`config.mk`:
```
export PLATFORM = sky130hd
export DESIGN_NAME = trap_entry_ctrl
export DESIGN_NICKNAME = d
export VERILOG_FILES = /design/src/rtl/trap_entry_ctrl.sv
export SDC_FILE = /design/constraint.sdc
export NUM_CORES = 1
export LEC_CHECK = 0
export BUFFER_PORTS_ARGS = -buffer_cell sky130_fd_sc_hd__buf_4
export CAP_MARGIN = 20
export CORE_AREA = 2 2 255 257
export CTS_CLUSTER_DIAMETER = 50
export CTS_CLUSTER_SIZE = 25
export DETAILED_ROUTE_END_ITERATION = 7
export DIE_AREA = 0 0 257 259
export SYNTH_ARGS = -nofsm -noshare
export SYNTH_HDL_FRONTEND = slang
export SYNTH_SLANG_ARGS = --single-unit
```
`constraint.sdc`:
```
create_clock -name clk -period 16.01 [get_ports clk]
set_input_delay 3.202 -clock clk [delete_from_list [all_inputs] [get_ports clk]]
set_output_delay 3.202 -clock clk [all_outputs]
set_load 0.02 [all_outputs]
```
`src/rtl/trap_entry_ctrl.sv`:
```
// trap_entry_ctrl
// Sequences entry into a trap handler. One request is accepted per trap; a synchronous
// exception wins over a pending interrupt. The sequence is: drain the pipeline, write
// xcause/xepc/xtval, then redirect fetch to the trap vector.
//
// Ports
//   clk, rst                 clock (rising edge) and asynchronous active-high reset
//   priv                     current privilege (00 U, 01 S, 11 M)
//   exc_req/cause/pc/tval    synchronous exception request and its data
//   int_req/cause/pc         interrupt request and its data
//   medeleg, mideleg         exception / interrupt delegation masks
//   tvec                     trap vector selected by the tvec CSR block
//   trap_target_m/_s         privilege the trap is taken to (drives the tvec select)
//   pipe_flush, flush_done   pipeline drain handshake
//   csr_trap_we, trap_*      one-cycle CSR update of xcause/xepc/xtval
//   redirect_valid/_pc       one-cycle fetch redirect
//   busy                     high whenever a trap is in progress
module trap_entry_ctrl #(
    parameter int unsigned VECTORED_EN = 1
) (
    input  logic        clk,
    input  logic        rst,
    input  logic [1:0]  priv,
    input  logic        exc_req,
    input  logic [4:0]  exc_cause,
    input  logic [63:0] exc_pc,
    input  logic [63:0] exc_tval,
    input  logic        int_req,
    input  logic [4:0]  int_cause,
    input  logic [63:0] int_pc,
    input  logic [63:0] medeleg,
    input  logic [63:0] mideleg,
    input  logic [63:0] tvec,
    output logic        trap_target_m,
    output logic        trap_target_s,
    output logic        pipe_flush,
    input  logic        flush_done,
    output logic        csr_trap_we,
    output logic [63:0] trap_cause,
    output logic [63:0] trap_epc,
    output logic [63:0] trap_tval,
    output logic        redirect_valid,
    output logic [63:0] redirect_pc,
    output logic        busy
);

    localparam logic [1:0] StIdle     = 2'd0;
    localparam logic [1:0] StFlush    = 2'd1;
    localparam logic [1:0] StWrite    = 2'd2;
    localparam logic [1:0] StRedirect = 2'd3;

    logic [1:0]  state_q, state_d;
    logic        is_int_q, is_int_d;
    logic        tgt_s_q, tgt_s_d;
    logic [63:0] cause_q, cause_d;
    logic [63:0] epc_q, epc_d;
    logic [63:0] tval_q, tval_d;
    logic [63:0] rpc_q, rpc_d;

    logic [63:0] vec_base;
    logic        use_vec;
    logic [63:0] target_pc;
    logic        priv_below_m;

    assign priv_below_m = (priv != 2'b11);

    // Mode 1x is reserved and handled as direct; vectoring applies to interrupts only.
    assign vec_base  = {tvec[63:2], 2'b00};
    assign use_vec   = (VECTORED_EN != 0) && is_int_q && (tvec[1:0] == 2'b01);
    assign target_pc = use_vec ? vec_base + {57'b0, cause_q[4:0], 2'b00} : vec_base;

    always_comb begin
        state_d  = state_q;
        is_int_d = is_int_q;
        tgt_s_d  = tgt_s_q;
        cause_d  = cause_q;
        epc_d    = epc_q;
        tval_d   = tval_q;
        rpc_d    = rpc_q;
        case (state_q)
            StIdle: begin
                if (exc_req) begin
                    state_d  = StFlush;
                    is_int_d = 1'b0;
                    tgt_s_d  = priv_below_m && medeleg[{1'b0, exc_cause}];
                    cause_d  = {59'b0, exc_cause};
                    epc_d    = exc_pc;
                    tval_d   = exc_tval;
                end else if (int_req) begin
                    state_d  = StFlush;
                    is_int_d = 1'b1;
                    tgt_s_d  = priv_below_m && mideleg[{1'b0, int_cause}];
                    cause_d  = {1'b1, 58'b0, int_cause};
                    epc_d    = int_pc;
                    tval_d   = 64'b0;
                end
            end
            StFlush: begin
                if (flush_done) begin
                    state_d = StWrite;
                end
            end
            StWrite: begin
                // tvec is already steered by trap_target_*, so it is valid here.
                rpc_d   = target_pc;
                state_d = StRedirect;
            end
            StRedirect: begin
                state_d = StIdle;
                tgt_s_d = 1'b0;
            end
            default: state_d = StIdle;
        endcase
    end

    always_ff @(posedge clk or posedge rst) begin
        if (rst) begin
            state_q  <= StIdle;
            is_int_q <= 1'b0;
            tgt_s_q  <= 1'b0;
            cause_q  <= 64'b0;
            epc_q    <= 64'b0;
            tval_q   <= 64'b0;
            rpc_q    <= 64'b0;
        end else begin
            state_q  <= state_d;
            is_int_q <= is_int_d;
            tgt_s_q  <= tgt_s_d;
            cause_q  <= cause_d;
            epc_q    <= epc_d;
            tval_q   <= tval_d;
            rpc_q    <= rpc_d;
        end
    end

    assign busy           = (state_q != StIdle);
    assign pipe_flush     = (state_q == StFlush);
    assign csr_trap_we    = (state_q == StWrite);
    assign redirect_valid = (state_q == StRedirect);
    assign trap_target_s  = busy && tgt_s_q;
    assign trap_target_m  = busy && !tgt_s_q;
    assign trap_cause     = cause_q;
    assign trap_epc       = epc_q;
    assign trap_tval      = tval_q;
    assign redirect_pc    = rpc_q;

endmodule

```
==> out/qor.yml, run 1 <==
finish:
  fin_util_pct: 24.9
  final_nets: 1944
  n_antenna_cell: 0
  fillers: 6943
  final_common_cell: "buf_4"
  area_growth_pct: 51.0
  finish.instance_area_um2: 15900
  final_cell_mix: "buf_4, dfrtp_1, nand2_1"
  drive_above_1_share_pct: 40.1
pwr:
  clkPwrFrac_pct: 18.1
  switchingPower_w: 0.00124
  powerDensity_nw_per_um2: 173
  pwr-share-comb_pct: 49.8
  p_int_w: 0.00150
  p_total_w: 0.00275
  power_leakage_nw: 7.47
  seqPwrFrac_pct: 32.1
  ir_drop_uv: 146
  p_sw_share_pct: 45.3
setup_path:
  arrival_ps: 5760
  timing.rr.start: "state_q[0]"
  rr_worst_depth: 6
  regToRegEndpoint: "trap_epc[55]"
  cp-endpoint: "trap_epc[55]"
  crit_type: "primary input to flip-flop"
  startpoint: "exc_req"
  crit_fanout: 106
  cp-start-kind: "primary input"
  critPathRequiredTime_ps: 16330
  critical_path.endpoint_type: "flip-flop"
  ff2ff_setup_slack_ps: 12580
clock_tree:
  clkTransAtPathRegs_ps: 90
  clock_sinks: 199
  cts_resized: 0
  clockBufferDepth: 2
  post-cts-setup-buffers: 0
  cts_tree: "done"
  worstSkewPairLatency_ps: 500
  cts-root-buf: "clkbuf_16"
  cts_made_buffers: 17
  htreeDepth: 4
  holdBufCountCts: 0
run:
  maxCapViolCount: 0
sta:
  hold_viol_final: 0
  slew_viol_final: 0
  setup_slack_ps: 10580
  worstMarginPinSlew_ps: 1060
  setup_violations: 0
  fin_worst_skew_ps: 23.7
  rsz0062_at_grt: "no"
  max_clock_freq_ghz: 0.184
  finalSetupTns_ps: 0
  maxSlewHeadroom_pct: 29.7
  period_needed_ps: 5430
  period_share_pct: 33.9
yosys:
  synth_edf_count: 0
  ys_seq_area_share_pct: 47.3
  synth_area_per_cell_um2: 10.2
  ys_ff_latch: 199
  syn_area_um2: 10500
  synth.distinct_cells: 55
  yosysWarnings: 0
  synthArstFlopShare_pct: 100
  synth_cells: 1037
  ys.flop_type: "dfrtp_1"
route:
  vias: 9767
  routed_wirelength_um: 45800
  dr.pass1.iters: 5
  drtIter0Drc: 599
  vias_per_cell: 4.07
  ant_nets: 0
  drc: 0
  wl_per_cell_um: 19.1
grt:
  grt_start_max_net_pins: 107
  track_usage_pct: 13.5
  antenna_found_initial: 5
  grt_overflow_total: 0
  grt_first_pass_wirelength_um: 65700
  grt_pass1_vias: 10000
placement:
  dpl.hpwl_um: 37100
  postPlaceCellArea_um2: 15200
  portBuffers: 538
  place_ws_ps: 10050
  place_congestion: 0.914
floorplan:
  start_util_pct: 16.5
  boundaryPins: 663
  core_area_um2: 63900
  die_y_um: 259
  die-area_um2: 66600
  rows: 93
  chipWidth_um: 257
worst_hold_path:
  min_path_type: "flip-flop to flip-flop"
status:
  status: "finished clean"
==> cell type report <==
| class | count | area (µm²) | share of cell area [%] |
|---|---|---|---|
| tap | 855 | 1070 | 6.73 |
| clock inverter | 15 | 236 | 1.49 |
| multi-input combinational | 749 | 4990 | 31.4 |
| sequential | 199 | 4980 | 31.3 |
| clock buffer | 17 | 425 | 2.68 |
| timing repair buffer | 550 | 4130 | 26.0 |
| inverter | 16 | 67.6 | 0.425 |
==> cell usage after synthesis (2+ instances only) <==
master	count	area share, %
o21ai_0	79	3.8
dfrtp_1	199	47
nor2_1	75	2.7
clkbuf_1	59	2.1
nand2_1	96	3.4
or4_1	2	0.14
buf_1	5	0.18
a22o_1	64	5.3
xnor2_1	22	1.8
nand3_1	23	1.1
a21oi_1	62	2.9
a211oi_1	3	0.21
mux2i_1	80	7.6
or3_1	6	0.36
and3_1	16	0.95
buf_2	4	0.19
o2111ai_1	3	0.25
nor2b_1	8	0.48
ha_1	9	1.1
nor3_1	7	0.33
nand4b_1	4	0.33
nor4_2	5	0.59
o211ai_1	2	0.14
mux4_2	13	2.8
and4_1	6	0.50
inv_1	16	0.57
buf_4	62	4.4
nand4_1	18	1.1
a31oi_1	8	0.48
xor2_1	30	2.5
nor4_1	13	0.77
and2_1	2	0.12
buf_6	2	0.21
a21o_1	2	0.14
a22oi_1	4	0.29
nand3_2	9	0.86
==> worst max-delay path, stage by stage <==
cell,delay (ps)
buf_4,260
o21ai_4,220
buf_4,830
buf_4,840
o21ai_0,260
==> registers in the layout, summed over array words and instances (netlist names) <==
| register | flops |
|---|---|
| redirect_pc | 62 |
| tgt_s_q | 1 |
| trap_cause | 5 |
| trap_epc | 64 |
| state_q | 2 |
| is_int_q | 1 |
| trap_tval | 64 |
==> metrics by stage <==
step                      instances  hold WS, ps
final                          2401          486
after global routing           2401          520
after CTS                      2401          493
after detailed placement       2369          471
after global placement         2369          464
after floorplan                1096          472
==> kinds of logic after synthesis <==
kind of cell / synth area share, %
buffers and inverters: 7.68
adders and majority gates: 1.26
AOI/OAI and AO/OA: 14.4
DFF: 47.3
muxes: 10.5
xor gates and xnor gates: 4.33
other: 0.0356
and+or+nand+nor: 14.5
==> layer usage <==
layer	part of all wire (%)	vias up	track usage, %
met3	11	51	6.39
met5	0.15	-	0
li1	-	4571	-
met1	38	4690	14.8
met2	49	445	22.9
met4	2.1	10	4.31
==> how the worst min path moves through the flow <==
stage | slack, ps | end | depth (start not counted) | from
after floorplan | 470 | tgt_s_q | 2 | tgt_s_q
after global placement | 460 | trap_epc[47] | 2 | trap_epc[47]
after detailed placement | 470 | trap_epc[22] | 2 | trap_epc[22]
after CTS | 490 | trap_epc[22] | 2 | trap_epc[22]
after global routing | 520 | trap_epc[38] | 2 | trap_epc[38]
final | 490 | trap_epc[22] | 2 | trap_epc[22]
==> power by group through the flow <==
stage / Sequential, W / Clock (W) / Combinational [W]
floorplan: 0.00114 / 0 / 0.000466
global placement: 0.000881 / 0 / 0.00138
detailed placement: 0.000890 / 0 / 0.00139
CTS: 0.000884 / 0.000522 / 0.00139
global route: 0.000913 / 0.000537 / 0.00148
finish: 0.000882 / 0.000498 / 0.00137
(Power assumes the default switching activity.)
==> run 2: changes to the inputs <==
clock period = 5.55 ns   (was 16.01 ns; I/O delays follow)
==> out/qor.yml, run 2 (same netlist as run 1, synthesis figures left out) <==
setup_path:
  critPathRequiredTime_ps: 5870  # -10460 ps
  regToRegEndpoint: "redirect_pc[18]"
  rr_worst_depth: 8  # +2
  crit_fanout: 17  # -84%
  crit_type: "primary input to flip-flop"
  worstPathCellList: "buf_4 -> ha_1 -> fa_1 -> a21o_1 -> a21oi_1 -> o21ba_1 -> nor4_1 -> xnor2_1 -> a21oi_1"
  timing.rr.start: "trap_cause[0]"
  critical-path-max-stage-delay_ps: 750  # -90 ps
  startpoint: "tvec[2]"
  cp-start-kind: "primary input"
  critical_path.endpoint_type: "flip-flop"
  ff2ff_setup_slack_ps: 2570  # -10010 ps
  cp_common_cell: "a21oi_1"
  crit_path_top_delay_cell: "o21ba_1"
  arrival_ps: 3540  # -2220 ps
floorplan:
  chipWidth_um: 257  # unchanged
  rows: 93  # unchanged
  die-area_um2: 66600  # unchanged
  die_y_um: 259  # unchanged
  boundaryPins: 663  # unchanged
  core_area_um2: 63900  # unchanged
  start_util_pct: 16.5  # unchanged
route:
  vias: 9839  # +0.74%
  routed_wirelength_um: 45100  # -1.4%
  drtIter0Drc: 685  # +14%
  drc: 0  # unchanged
  vias_per_cell: 4.10  # +0.70%
  wl_per_cell_um: 18.8  # -1.5%
  dr.pass1.iters: 5  # unchanged
  ant_nets: 0  # unchanged
grt:
  grt_overflow_total: 0  # unchanged
  grt_pass1_vias: 9880  # -1.5%
  grt_first_pass_wirelength_um: 64900  # -1.1%
  antenna_found_initial: 3  # -2
  grt_start_max_net_pins: 204  # +91%
  track_usage_pct: 13.2  # -0.23 points
clock_tree:
  cts_made_buffers: 17  # unchanged
  clock_sinks: 199  # unchanged
  clockBufferDepth: 2  # unchanged
  cts_tree: "done"
  clkTransAtPathRegs_ps: 90  # about the same
  cts_resized: 0  # unchanged
  htreeDepth: 4  # unchanged
  holdBufCountCts: 0  # unchanged
  worstSkewPairLatency_ps: 490  # about the same
  cts-root-buf: "clkbuf_16"
  post-cts-setup-buffers: 0  # unchanged
sta:
  period_share_pct: 58.0
  worstMarginPinSlew_ps: 943  # -112 ps
  rsz0062_at_grt: "no"
  hold_viol_final: 0  # unchanged
  finalSetupTns_ps: 0  # unchanged
  period_needed_ps: 3220
  fin_worst_skew_ps: 18.4  # -5.31 ps
  slew_viol_final: 0  # unchanged
  maxSlewHeadroom_pct: 37.1  # +7.5 points
  max_clock_freq_ghz: 0.311
  setup_violations: 0  # unchanged
finish:
  drive_above_1_share_pct: 40.1  # about the same
  fin_util_pct: 24.9  # +0.053 points
  multi_input_area_um2: 4990  # -0.10%
  n_antenna_cell: 0  # unchanged
  fillers: 6845  # -1.4%
  layout.area.seq_um2: 4980  # unchanged
  area_growth_pct: 51.3
  final_cell_mix: "buf_4, dfrtp_1, nand2_1"
  final_common_cell: "buf_4"
  final_nets: 1945  # +0.051%
placement:
  dpl.hpwl_um: 36700  # -0.94%
  place_congestion: 0.872  # -4.6%
  portBuffers: 538  # unchanged
pwr:
  power_leakage_nw: 7.48  # +0.17%
  ir_drop_uv: 387  # +160%
  powerDensity_nw_per_um2: 497  # +190%
worst_hold_path:
  hold_start: "trap_epc[11]"
  min_path_type: "flip-flop to flip-flop"
  hold_depth: 2  # unchanged
  whs_endpoint: "trap_epc[11]"
run:
  maxCapViolCount: 0  # unchanged
status:
  status: "finished clean"
## run 2: changes by cell type in the layout (fill, tap and decap cells not counted), sizes merged
cell | previous run | this run
clkinvlp | 0 | 1
clkinv | 3 | 5
buf | 550 | 551
inv | 28 | 25
## run 2: critical path: cells and delay by family
kind	cells	cell delay (ps)
compound gates	4	1320
fa+ha+maj	2	620
xor+xnor	1	220
simple gates	1	140
buf+inv	1	120
## run 2: final cells by class
type                       instances  share of cell area, %
multi-input combinational        749                   31.3
timing repair buffer             551                   26.1
tap                              855                   6.71
clock inverter                    15                   1.52
inverter                          16                  0.401
clock buffer                      17                   2.67
sequential                       199                   31.3
## run 2: how the worst max path moves through the flow
stage / endpoint
after floorplan: is_int_q
after global placement: redirect_pc[31]
after detailed placement: redirect_pc[18]
after CTS: trap_target_m
after global routing: trap_target_m
final: redirect_pc[18]
## run 2: metal layers
layer | GRT usage [%] | part of all wire [%] | vias to the layer above
met3 | 4.77 | 9.0 | 44
met2 | 23.0 | 50 | 471
li1 | - | - | 4590
met4 | 4.52 | 2.1 | 4
met1 | 14.9 | 39 | 4730
met5 | 0 | 0.066 | -
## run 2: where the power goes
part	internal [W]	total, W	switching, W
clock network	0.000652	0.00143	0.000778
logic	0.00156	0.00394	0.00238
registers	0.00212	0.00256	0.000435
## run 2: metrics by stage
stage | hold slack, ps | instances | power [W] | cell area [µm²] | setup WS, ps
after floorplan | 472 | 1096 | 0.00462 | 10800 | 1870
after global placement | 464 | 2369 | 0.00651 | 15300 | 1640
after detailed placement | 476 | 2370 | 0.00659 | 15300 | 1860
after CTS | 496 | 2402 | 0.00807 | 15900 | 2230
after global routing | 512 | 2402 | 0.00844 | 15900 | 2210
final | 489 | 2402 | 0.00793 | 15900 | 2330
